$ cat config.mk
export PLATFORM = sky130hd
export DESIGN_NAME = vrased_rst_seq
export DESIGN_NICKNAME = d
export VERILOG_FILES = /design/src/rtl/vrased_rst_pkg.sv /design/src/rtl/vrased_hold_timer.sv /design/src/rtl/vrased_rst_seq.sv
export SDC_FILE = /design/constraint.sdc
export NUM_CORES = 1
export LEC_CHECK = 0
export BUFFER_PORTS_ARGS = -buffer_cell sky130_fd_sc_hd__clkbuf_2
export CORE_ASPECT_RATIO = 0.7
export CORE_MARGIN = 1.5
export CORE_UTILIZATION = 59
export CTS_BUF_LIST = sky130_fd_sc_hd__clkbuf_8
export DETAILED_ROUTE_END_ITERATION = 16
export MAX_ROUTING_LAYER = met4
export PLACE_DENSITY = 0.95
export SYNTH_ARGS = -nofsm -noshare
export SYNTH_HDL_FRONTEND = slang
export SYNTH_HIERARCHICAL = 1
export SYNTH_SLANG_ARGS = --single-unit
$ cat constraint.sdc
create_clock -name clk -period 8.2 [get_ports clk]
set_input_delay 0.41 -clock clk [delete_from_list [all_inputs] [get_ports clk]]
set_output_delay 0.41 -clock clk [all_outputs]
set_load 0.02 [all_outputs]
$ cat src/rtl/vrased_rst_pkg.sv
`default_nettype none
// ----------------------------------------------------------------------------
// vrased_rst_pkg : shared encodings for the VRASED reset sequencer
// rev 1.0
// ----------------------------------------------------------------------------
package vrased_rst_pkg;

    localparam int unsigned NUM_VIOL = 6;

    localparam int unsigned VIOL_XSTACK     = 0;
    localparam int unsigned VIOL_AC         = 1;
    localparam int unsigned VIOL_ATOMICITY  = 2;
    localparam int unsigned VIOL_DMA_AC     = 3;
    localparam int unsigned VIOL_DMA_DETECT = 4;
    localparam int unsigned VIOL_DMA_XSTACK = 5;

    localparam logic [1:0] IDLE    = 2'd0;
    localparam logic [1:0] HOLD    = 2'd1;
    localparam logic [1:0] WAIT_PC = 2'd2;

    function automatic logic [7:0] sat_inc8(input logic [7:0] val);
        return (val == 8'hFF) ? 8'hFF : val + 8'd1;
    endfunction

endpackage
`default_nettype wire

$ cat src/rtl/vrased_hold_timer.sv
`default_nettype none
// ----------------------------------------------------------------------------
// vrased_hold_timer : 8-bit loadable down/up counter with zero/match flags
// rev 1.0
// ----------------------------------------------------------------------------
module vrased_hold_timer #(
    parameter int unsigned WIDTH = 8
) (
    input  logic             clk,
    input  logic             reset,
    input  logic             load_i,
    input  logic [WIDTH-1:0] load_val_i,
    input  logic             dec_i,
    input  logic             inc_i,
    input  logic [WIDTH-1:0] match_val_i,
    output logic             zero_o,
    output logic             match_o
);

    logic [WIDTH-1:0] count_q;
    logic [WIDTH-1:0] count_d;

    // load wins over dec, dec over inc
    always_comb begin
        count_d = count_q;
        if (load_i) begin
            count_d = load_val_i;
        end else if (dec_i) begin
            count_d = count_q - 1'b1;
        end else if (inc_i) begin
            count_d = count_q + 1'b1;
        end
    end

    always_ff @(posedge clk) begin
        if (reset) begin
            count_q <= '0;
        end else begin
            count_q <= count_d;
        end
    end

    assign zero_o  = (count_q == '0);
    assign match_o = (count_q == match_val_i);

endmodule
`default_nettype wire

$ cat src/rtl/vrased_rst_seq.sv
`default_nettype none
// ----------------------------------------------------------------------------
// vrased_rst_seq : turns VRASED monitor violations into a stretched core reset
//                  and keeps cause/count status for attestation
// rev 1.0
// ----------------------------------------------------------------------------
module vrased_rst_seq
    import vrased_rst_pkg::*;
#(
    parameter logic [15:0] RESET_HANDLER = 16'h0000,
    parameter int unsigned HOLD_CYCLES   = 8,
    parameter int unsigned BOOT_TIMEOUT  = 16
) (
    input  logic                clk,
    input  logic                reset,
    input  logic [NUM_VIOL-1:0] viol,
    input  logic [15:0]         pc,
    output logic                core_rst,
    output logic                busy,
    output logic [NUM_VIOL-1:0] first_cause,
    output logic [NUM_VIOL-1:0] sticky_cause,
    output logic [7:0]          viol_cnt
);

    localparam logic [7:0] c_hold_load  = 8'(HOLD_CYCLES - 1);
    localparam logic [7:0] c_boot_limit = 8'(BOOT_TIMEOUT - 1);

    logic [1:0]          state_q,    state_d;
    logic                core_rst_q, core_rst_d;
    logic                busy_q,     busy_d;
    logic [NUM_VIOL-1:0] first_q,    first_d;
    logic [NUM_VIOL-1:0] sticky_q,   sticky_d;
    logic [7:0]          cnt_q,      cnt_d;

    logic       w_any_v;
    logic       w_t_load;
    logic [7:0] w_t_load_val;
    logic       w_t_dec;
    logic       w_t_inc;
    logic       w_t_zero;
    logic       w_t_match;

    assign w_any_v = |viol;

    vrased_hold_timer #(
        .WIDTH (8)
    ) u_timer (
        .clk         (clk),
        .reset       (reset),
        .load_i      (w_t_load),
        .load_val_i  (w_t_load_val),
        .dec_i       (w_t_dec),
        .inc_i       (w_t_inc),
        .match_val_i (c_boot_limit),
        .zero_o      (w_t_zero),
        .match_o     (w_t_match)
    );

    always_comb begin
        state_d      = state_q;
        core_rst_d   = 1'b0;
        first_d      = first_q;
        sticky_d     = sticky_q | viol;
        cnt_d        = cnt_q;
        w_t_load     = 1'b0;
        w_t_load_val = 8'd0;
        w_t_dec      = 1'b0;
        w_t_inc      = 1'b0;

        case (state_q)
            IDLE: begin
                if (w_any_v) begin
                    state_d      = HOLD;
                    core_rst_d   = 1'b1;
                    first_d      = viol;
                    cnt_d        = sat_inc8(cnt_q);
                    w_t_load     = 1'b1;
                    w_t_load_val = c_hold_load;
                end
            end
            // Violations here are not episodes: the monitors see a stale pc
            // while the core is held.
            HOLD: begin
                if (w_t_zero) begin
                    state_d      = WAIT_PC;
                    w_t_load     = 1'b1;
                    w_t_load_val = 8'd0;
                end else begin
                    core_rst_d = 1'b1;
                    w_t_dec    = 1'b1;
                end
            end
            WAIT_PC: begin
                if (w_any_v) begin
                    state_d      = HOLD;
                    core_rst_d   = 1'b1;
                    first_d      = viol;
                    cnt_d        = sat_inc8(cnt_q);
                    w_t_load     = 1'b1;
                    w_t_load_val = c_hold_load;
                end else if (pc == RESET_HANDLER) begin
                    state_d = IDLE;
                end else if (w_t_match) begin
                    // Re-issue of the same episode: cause and count untouched.
                    state_d      = HOLD;
                    core_rst_d   = 1'b1;
                    w_t_load     = 1'b1;
                    w_t_load_val = c_hold_load;
                end else begin
                    w_t_inc = 1'b1;
                end
            end
            default: begin
                state_d = IDLE;
            end
        endcase

        busy_d = (state_d != IDLE);
    end

    always_ff @(posedge clk) begin
        if (reset) begin
            state_q    <= IDLE;
            core_rst_q <= 1'b0;
            busy_q     <= 1'b0;
            first_q    <= '0;
            sticky_q   <= '0;
            cnt_q      <= 8'd0;
        end else begin
            state_q    <= state_d;
            core_rst_q <= core_rst_d;
            busy_q     <= busy_d;
            first_q    <= first_d;
            sticky_q   <= sticky_d;
            cnt_q      <= cnt_d;
        end
    end

    assign core_rst     = core_rst_q;
    assign busy         = busy_q;
    assign first_cause  = first_q;
    assign sticky_cause = sticky_q;
    assign viol_cnt     = cnt_q;

endmodule
`default_nettype wire

==> flow_summary_export.csv, run 1 <==
group,metric,value,unit
outcome,outcome,"complete, no violations",
detailed_routing,avgViaCountPerCell,5.59,
critical_path,path_delay_family,"compound AO/OA/AOI/OAI gates",
timing,min_period_over_period,0.358,
min_path,hp-class,"input pin to flop",
global_routing,grt.total_usage,0.285,
clock_network,worstSkewPairLatency,290,ps
clock_network,cts_tree,"yes",
yosys,yosysTopAreaCell,"dfxtp_1",
critical_path,worstSetupPathType,"flop to flop",
clock_network,cts-resized-gates,0,
detailed_routing,ant_nets,0,
power,p_seq_frac,0.393,
detailed_routing,drt-total-wl,4170,µm
power,clkPwrFrac,0.319,
place,dpl_cell_area,2040,µm²
clock_network,cts_buffers,5,
detailed_routing,drt_iter0_drc,93,
timing,hold_violations,0,
cells_and_area,fin_cells,297,
timing,tns,0,ps
detailed_routing,wire_per_inst,14.1,µm
power,p_switching,0.000151,W
power,p_per_area,217,nW/µm²
cells_and_area,nets,292,
timing,slew_headroom,0.431,
timing,setup_violations,0,
clock_network,path_clk_slew,70,ps
place,dp_cells,289,
global_routing,grt_pass1_wl,6810,µm
clock_network,clkSinkCount,32,
yosys,synthCells,204,
critical_path,slowest_stage,"or4_1",
critical_path,crit_arrival,3130,ps
timing,max_freq,0.341,GHz
flow_run,maxCapViolCount,0,
detailed_routing,route.vias.total,1661,
floorplan,coreArea,2820,µm²
yosys,syn_area,1770,µm²
yosys,synth_area_per_cell,8.66,µm²
critical_path,timing.rr.start,"u_timer/count_q[1]",
critical_path,path_cells,"or4_1 -> nor2_1 -> or3_1 -> inv_1 -> ha_1 -> a21o_1 -> a21oi_2 -> o21ai_2 -> a311o_1 -> a311oi_1",
floorplan,rows,16,
cells_and_area,drive_above_1_share,0.234,
yosys,synth_flop_cell,"dfxtp_1",
detailed_routing,drt_pass1_iterations,4,
detailed_routing,drc,0,
yosys,ys_types,49,
cells_and_area,fillers,223,
min_path,hold_end,"sticky_cause[3]",
cells_and_area,syn_to_final_growth,21.8,%
power,power_frac_comb,0.289,
critical_path,path_max_fanout,10,
critical_path,worstRegToRegCells,10,
floorplan,die_w,68.4,µm
power,intPower,0.000315,W
critical_path,endpoint_kind,"flop",
floorplan,dieArea,3340,µm²
yosys,synth_largest_type_area_fraction,0.363,
place,dpl.hpwl,3060,µm
critical_path,path_buf_inv,1,
critical_path,startpoint_type,"flop",
timing,fin_skew,7.59,ps
cells_and_area,finalInstanceArea,2150,µm²
yosys,async_flop_share,0,
floorplan,die_y,48.8,µm
global_routing,overflow,0,
timing,tightestPinTransition,853,ps
place,port_buffers,45,
clock_network,cts_setup_buffers,0,
yosys,ys_warn_count,6,
clock_network,clk_path_buf_depth,2,
yosys,synth_edf_count,0,
place,place_congestion,0.892,
global_routing,antenna_found_initial,0,
power,ir_drop,172,µV
power,power_leakage,0.965,nW
clock_network,cts.htree.levels,2,
critical_path,reg2reg_slack,5260,ps
min_path,holdPathStages,3,
floorplan,initial_core_util,0.626,
yosys,yosysSeqAreaShare,0.363,
global_routing,grt_pass1_vias,1495,
timing,maxSlewViolCount,0,
min_path,holdCritStartpoint,"viol[3]",
critical_path,r2r-end,"u_timer/count_q[7]",
timing,rsz0062_at_grt,"false",
timing,period_needed,2940,ps
cells_and_area,diodes,0,
yosys,synth_seq_cells,32,
floorplan,io_pins,46,
clock_network,ctsHoldBuffers,0,
critical_path,cpPeakStageDelay,560,ps
yosys,synthTopCellsByArea,"dfxtp_1, xnor2_1, nor2_1",
critical_path,required,8390,ps
yosys,synthTopCellsByCount,"dfxtp_1, nor2_1, a21oi_1",
power,swShare,0.325,
global_routing,grt_max_degree,33,
clock_network,clockRootBuffer,"clkbuf_8",
## layout by cell type, fill, tap and decap left out, types with 2 or more instances in the layout
cell      netlist  final
and2_1          2      2
nor2_1         32     32
nor2b_1         5      5
a311oi_1        3      3
a21o_1          2      2
dfxtp_1        32     32
ha_1            7      7
clkbuf_2        0     45
mux2i_1         6      6
inv_1           9     10
xnor2_1        15     15
nor4_1          4      4
or4_1           2      2
a211oi_2        2      2
nor3_1          3      3
nand4_1         5      5
a21oi_2         2      2
conb_1          2     14
clkbuf_8        0      5
nand2_1         8      8
a21oi_1        16     16
a31oi_1         4      4
and4_1          2      2
nand3_1         3      3
nand2b_1        3      3
a211oi_1        5      5
## power groups by stage
stage | Sequential, W | Clock [W] | Combinational [W]
after floorplan | 0.000191 | 0 | 0.0000947
after global placement | 0.000185 | 0 | 0.000128
after detailed placement | 0.000186 | 0 | 0.000132
after CTS | 0.000183 | 0.000150 | 0.000133
after global routing | 0.000185 | 0.000158 | 0.000147
final | 0.000183 | 0.000148 | 0.000135
## sequential cells by signal (all words and copies together), names as in the netlist
signal / cells
busy: 1
core_rst: 1
first_cause: 6
state_q: 2
sticky_cause: 6
u_timer/count_q: 8
viol_cnt: 8
## through the flow
stage               total power, W  setup slack (ps)  utilization  hold slack (ps)
floorplan                 0.000286              5570            -              430
global placement          0.000313              5450        0.724              444
detailed placement        0.000319              5340        0.724              458
CTS                       0.000466              5300        0.762              367
global route              0.000491              5140        0.762              369
finish                    0.000466              5260        0.762              365
## worst min-delay path, cell delays in order
cell and delay (ps):
clkbuf_2 100, nor2_1 50, nor2_1 70
## logic make-up (layout without fill, tap and decap cells)
logic type,count (synthesis),after routing,share of synthesized area
buf+inv,18,63,0.0425
other cells,2,14,0.00425
mux,6,6,0.0340
flops,32,32,0.363
simple gates,74,74,0.215
xor+xnor,16,16,0.0793
compound gates,48,48,0.201
fa+ha+maj,8,8,0.0609
## area by class of cell
type,count,area (µm²),area share
well taps,36,45.0,0.0209
clock buffers,5,68.8,0.0320
flip-flops and latches,32,641,0.298
repair buffers,45,225,0.105
multi-input cells,166,1100,0.509
clock inverters,3,38.8,0.0180
inverters,10,37.5,0.0174
## metal layers
layer / routed length [µm] / vias up / GRT usage / part of all wire
met5: 0 / - / - / 0
met4: 13 / 0 / 0.0600 / 0.0031
met3: 299 / 2 / 0.106 / 0.072
met2: 1940 / 60 / 0.429 / 0.46
met1: 1920 / 770 / 0.367 / 0.46
li1: - / 829 / - / -
## worst max-delay path by stage
stage	start	endpoint	slack [ps]	cells after the start
floorplan	u_timer/count_q[7]	u_timer/count_q[7]	5570	10
global placement	state_q[0]	u_timer/count_q[4]	5450	10
detailed placement	u_timer/count_q[1]	u_timer/count_q[7]	5340	10
CTS	u_timer/count_q[1]	u_timer/count_q[7]	5300	10
global route	u_timer/count_q[1]	u_timer/count_q[4]	5140	11
finish	u_timer/count_q[1]	u_timer/count_q[7]	5260	10
Power figures use the tool's default switching activity.
==> run 2, diff against run 1 <==
--- a/config.mk
+++ b/config.mk
@@ -8,11 +8,11 @@
 export BUFFER_PORTS_ARGS = -buffer_cell sky130_fd_sc_hd__clkbuf_2
 export CORE_ASPECT_RATIO = 0.7
 export CORE_MARGIN = 1.5
-export CORE_UTILIZATION = 59
+export CORE_UTILIZATION = 49
 export CTS_BUF_LIST = sky130_fd_sc_hd__clkbuf_8
 export DETAILED_ROUTE_END_ITERATION = 16
 export MAX_ROUTING_LAYER = met4
-export PLACE_DENSITY = 0.95
+export PLACE_DENSITY = 0.88
 export SYNTH_ARGS = -nofsm -noshare
 export SYNTH_HDL_FRONTEND = slang
 export SYNTH_HIERARCHICAL = 1
==> constraint.sdc (replaced) <==
create_clock -name clk -period 2.6 [get_ports clk]
set_input_delay 0.13 -clock clk [delete_from_list [all_inputs] [get_ports clk]]
set_output_delay 0.13 -clock clk [all_outputs]
set_load 0.02 [all_outputs]
==> flow_summary_export.csv, run 2 (synthesis results as in run 1) <==
group,metric,value,unit
critical_path,cpPeakStageDelay,560,ps
floorplan,die_y,53.2,µm
timing,min_period_over_period,0.970,
cells_and_area,final_common_cell,"clkbuf_2",
global_routing,grt_pass1_vias,1500,
global_routing,met1_usage,0.315,
clock_network,cts.htree.levels,2,
timing,max_freq,0.396,GHz
min_path,hp-class,"input pin to flop",
detailed_routing,drt_iter0_drc,113,
power,ir_drop,379,µV
timing,maxSlewViolCount,0,
detailed_routing,route.vias.total,1737,
global_routing,top_usage_layer,"met2",
place,place_congestion,0.955,
clock_network,clockRootBuffer,"clkbuf_8",
clock_network,clk_path_buf_depth,2,
floorplan,rows,18,
detailed_routing,wire_per_inst,13.8,µm
timing,slew_headroom,0.542,
critical_path,path_buf_inv,1,
cells_and_area,final_core_util,0.672,
floorplan,dieArea,3980,µm²
critical_path,required,2790,ps
critical_path,slowest_stage,"or4_4",
detailed_routing,avgViaCountPerCell,5.31,
global_routing,grtUsageMet3,0.0571,
critical_path,path_max_fanout,6,
cells_and_area,finalInstanceArea,2340,µm²
timing,tightestPinTransition,686,ps
power,p_per_area,650,nW/µm²
floorplan,die_w,74.8,µm
critical_path,reg2reg_slack,80,ps
critical_path,r2r-end,"u_timer/count_q[7]",
critical_path,startpoint_type,"flop",
detailed_routing,drt_pass1_iterations,4,
global_routing,gr-usage-met2,0.362,
global_routing,grt.total_usage,0.241,
place,port_buffers,45,
flow_run,maxCapViolCount,0,
place,dpl_cell_area,2190,µm²
critical_path,worstSetupPathType,"flop to flop",
critical_path,timing.rr.start,"u_timer/count_q[7]",
global_routing,grt_max_degree,33,
place,dpl.hpwl,3320,µm
floorplan,io_pins,46,
clock_network,path_clk_slew,70,ps
timing,setup_violations,0,
floorplan,coreArea,3490,µm²
min_path,holdCritStartpoint,"viol[3]",
power,power_leakage,1.04,nW
critical_path,path_cells,"or4_4 -> nor2_4 -> or3_4 -> inv_4 -> ha_4 -> a21o_1 -> a21oi_2 -> o21ai_2 -> a311o_1 -> a311oi_1",
cells_and_area,syn_to_final_growth,32.7,%
detailed_routing,drt-total-wl,4520,µm
detailed_routing,ant_nets,0,
cells_and_area,drive_above_1_share,0.318,
outcome,outcome,"complete, no violations",
clock_network,clkSinkCount,32,
global_routing,antenna_found_initial,0,
clock_network,cts_tree,"yes",
timing,period_needed,2520,ps
critical_path,endpoint_kind,"flop",
cells_and_area,layout_common_cells,"clkbuf_2, dfxtp_1, nor2_1, buf_4, a21oi_1",
floorplan,initial_core_util,0.506,
critical_path,worstRegToRegCells,10,
clock_network,worstSkewPairLatency,280,ps
critical_path,crit_arrival,2710,ps
global_routing,grt_pass1_wl,6790,µm
min_path,hold_end,"sticky_cause[3]",
timing,hold_violations,0,
timing,fin_skew,3.84,ps
cells_and_area,nets,309,
cells_and_area,diodes,0,
clock_network,cts_buffers,5,
global_routing,overflow,0,
critical_path,path_delay_family,"compound AO/OA/AOI/OAI gates",
min_path,holdPathStages,3,
detailed_routing,drc,0,
==> run 2: cell types whose count changed in the layout (fill, tap and decap cells not counted), sizes merged <==
cell	change
clkinv	-1
clkbuf	+2
inv	-1
buf	+17
bufinv	-1
==> run 2: per-layer routing <==
metal,wire (µm),vias to the layer above
met3,261,8
met1,2160,787
li1,-,864
met4,55,0
met5,0,-
met2,2040,78
==> run 2: worst reg2reg max path, stage by stage, from the launching register on <==
cell      delay, ps
dfxtp_1         320
or4_4           560
nor2_4          130
or3_4           140
inv_4            60
ha_4            230
a21o_1          180
a21oi_2         170
o21ai_2          90
a311o_1         310
a311oi_1        230
==> run 2: power breakdown <==
group	total, W	switching, W	internal, W	leakage (nW)
clock network	0.000412	0.000176	0.000236	0.0503
registers	0.000562	0.0000287	0.000534	0.265
logic	0.000549	0.000297	0.000252	0.727
total	0.00152	0.000502	0.00102	1.04
==> run 2: layout make-up <==
cell class                      count  area (µm²)
Multi-Input combinational cell    166        1150
Fill cell                         280        1150
Tap cell                           50        62.6
Sequential cell                    32         641
Timing Repair Buffer               62         353
Clock buffer                        7        96.3
Inverter                           10        40.0
==> run 2: through the flow <==
step	worst slack, ps	hold slack, ps	TNS, ps	std cells	power, W
4_1_cts	2.10	94.7	0	327	0.00149
5_1_grt	-27.7	132	-27.7	327	0.00161
2_1_floorplan	25.4	202	0	216	0.000903
3_3_place_gp	83.0	374	0	320	0.00105
3_5_place_dp	4.74	396	0	320	0.00107
6_report	77.4	107	0	327	0.00152
==> run 2: how the worst max path moves through the flow <==
| stage | from | endpoint | slack [ps] | cells past startpoint |
|---|---|---|---|---|
| floorplan | u_timer/count_q[7] | u_timer/count_q[7] | 30 | 10 |
| global placement | u_timer/count_q[7] | u_timer/count_q[7] | 80 | 10 |
| detailed placement | u_timer/count_q[7] | u_timer/count_q[7] | 5 | 10 |
| CTS | u_timer/count_q[1] | u_timer/count_q[7] | 2 | 10 |
| global route | u_timer/count_q[7] | u_timer/count_q[7] | -30 | 10 |
| finish | u_timer/count_q[7] | u_timer/count_q[7] | 80 | 10 |
==> run 2: repair_timing <==
action                                  4_1_cts  5_1_grt
endpoints found under the setup margin        1        2
hold buffers                                  0        0
setup buffers                                 0        0
pin swaps                                     2        7
gates resized for setup                       1       11
==> run 3, diff against run 2 <==
--- a/config.mk
+++ b/config.mk
@@ -13,6 +13,7 @@
 export DETAILED_ROUTE_END_ITERATION = 16
 export MAX_ROUTING_LAYER = met4
 export PLACE_DENSITY = 0.88
+export SETUP_SLACK_MARGIN = 0.2
 export SYNTH_ARGS = -nofsm -noshare
 export SYNTH_HDL_FRONTEND = slang
 export SYNTH_HIERARCHICAL = 1
==> flow_summary_export.csv, run 3 (synthesis results as in run 1) <==
group,metric,value,unit
cells_and_area,finalInstanceArea,2390,µm²
clock_network,ctsHoldBuffers,0,
detailed_routing,avgViaCountPerCell,5.47,
global_routing,grt.total_usage,0.255,
global_routing,grt_pass1_wl,7060,µm
cells_and_area,fillers,265,
floorplan,dieArea,3980,µm²
power,clkPwrFrac,0.317,
timing,min_period_over_period,0.972,
floorplan,rows,18,
detailed_routing,drt_iter0_drc,186,
cells_and_area,diodes,0,
critical_path,path_cells,"or4_4 -> nor2_4 -> or3_4 -> inv_6 -> ha_4 -> a21o_1 -> a21oi_2 -> o21ai_2 -> a311o_1 -> a311oi_1",
clock_network,cts_tree,"yes",
critical_path,crit_arrival,2710,ps
critical_path,slowest_stage,"or4_4",
clock_network,path_clk_slew,70,ps
floorplan,initial_core_util,0.506,
power,p_seq_frac,0.342,
detailed_routing,drt-total-wl,4770,µm
place,dpl.hpwl,3150,µm
timing,rsz0062_at_grt,"true",
cells_and_area,layout_common_cells,"clkbuf_2, nor2_1, dfxtp_1, a21oi_1, buf_4",
cells_and_area,syn_to_final_growth,35.2,%
power,power_leakage,1.05,nW
timing,setup_violations,0,
critical_path,startpoint_type,"flop",
clock_network,clockRootBuffer,"clkbuf_8",
detailed_routing,ant_nets,0,
timing,maxSlewViolCount,0,
power,intPower,0.00113,W
detailed_routing,wire_per_inst,14.6,µm
timing,tightestPinTransition,660,ps
detailed_routing,drc,0,
min_path,hp-class,"input pin to flop",
global_routing,overflow,0,
timing,tns,0,ps
floorplan,die_w,74.8,µm
timing,slew_headroom,0.560,
clock_network,cts.htree.levels,2,
detailed_routing,route.met3.wl,315,µm
floorplan,die_y,53.2,µm
flow_run,maxCapViolCount,0,
place,dpl_cell_area,2150,µm²
detailed_routing,top_layer,"met4",
outcome,outcome,"complete, no violations",
clock_network,clkSinkCount,32,
timing,fin_skew,3.59,ps
detailed_routing,drt_pass1_iterations,6,
timing,period_needed,2530,ps
power,power_frac_comb,0.340,
critical_path,path_max_fanout,10,
clock_network,clk_path_buf_depth,2,
global_routing,antenna_found_initial,0,
clock_network,worstSkewPairLatency,290,ps
critical_path,endpoint_kind,"flop",
detailed_routing,met1_length,2060,µm
floorplan,coreArea,3490,µm²
power,p_total,0.00165,W
critical_path,path_buf_inv,1,
cells_and_area,nets,307,
critical_path,path_delay_family,"compound AO/OA/AOI/OAI gates",
timing,max_freq,0.396,GHz
timing,hold_violations,0,
cells_and_area,final_common_cell,"clkbuf_2",
cells_and_area,drive_above_1_share,0.344,
power,p_per_area,691,nW/µm²
place,port_buffers,45,
detailed_routing,route.vias.total,1783,
floorplan,io_pins,46,
global_routing,grt_max_degree,33,
clock_network,cts_buffers,5,
detailed_routing,met2_length,2320,µm
critical_path,cpPeakStageDelay,540,ps
place,place_congestion,0.810,
global_routing,grt_pass1_vias,1516,
power,ir_drop,485,µV
critical_path,required,2790,ps
power,p_switching,0.000521,W
critical_path,worstSetupPathType,"flop to flop",
power,swShare,0.316,
[run 3: per-layer routing]
layer / GRT usage / up-vias
met5: - / -
met4: 0.0970 / 0
met3: 0.0819 / 8
met2: 0.388 / 80
met1: 0.317 / 828
li1: - / 867
[run 3: cell type report]
class | count | area (µm²) | area share
multi-input combinational | 166 | 1170 | 0.490
sequential | 32 | 648 | 0.271
timing repair buffer | 60 | 338 | 0.141
clock buffer | 7 | 96.3 | 0.0403
tap | 50 | 62.6 | 0.0262
inverter | 10 | 42.5 | 0.0178
clock inverter | 1 | 30.0 | 0.0126
[run 3: worst reg2reg max path, delay by kind of cell (launching register included)]
family          cells  cell delay, ps
compound gates      5             960
fa+ha+maj           1             230
flops               1             320
buf+inv             1              60
simple gates        3             840
[run 3: path summary, 6_finish.rpt]
kind | start | end | slack, ps | depth (start not counted)
max | u_timer/count_q[7] | u_timer/count_q[7] | 70 | 10
min | viol[4] | sticky_cause[4] | 130 | 3
max reg2reg | u_timer/count_q[7] | u_timer/count_q[7] | 70 | 10
min reg2reg | sticky_cause[0] | sticky_cause[0] | 470 | 2
[run 3: repair_timing]
item                                    in CTS  in global routing
gates resized for setup                     10                  6
pin swaps                                    7                  3
endpoints found under the setup margin       4                  5
buffers inserted                             5                  2
[run 3: metrics by stage]
step	hold slack, ps	worst slack (ps)	util	cells
2_1_floorplan	202	208	-	216
3_3_place_gp	378	109	0.615	311
3_5_place_dp	409	17.7	0.615	311
4_1_cts	122	52.1	0.673	324
5_1_grt	130	9.86	0.684	326
6_report	129	73.7	0.684	326
[run 3: power groups by stage]
stage	Combinational (W)	Clock [W]	Sequential, W
2_1_floorplan	0.000308	0	0.000605
3_3_place_gp	0.000455	0	0.000573
3_5_place_dp	0.000462	0	0.000576
4_1_cts	0.000524	0.000528	0.000563
5_1_grt	0.000610	0.000549	0.000567
6_report	0.000561	0.000523	0.000565
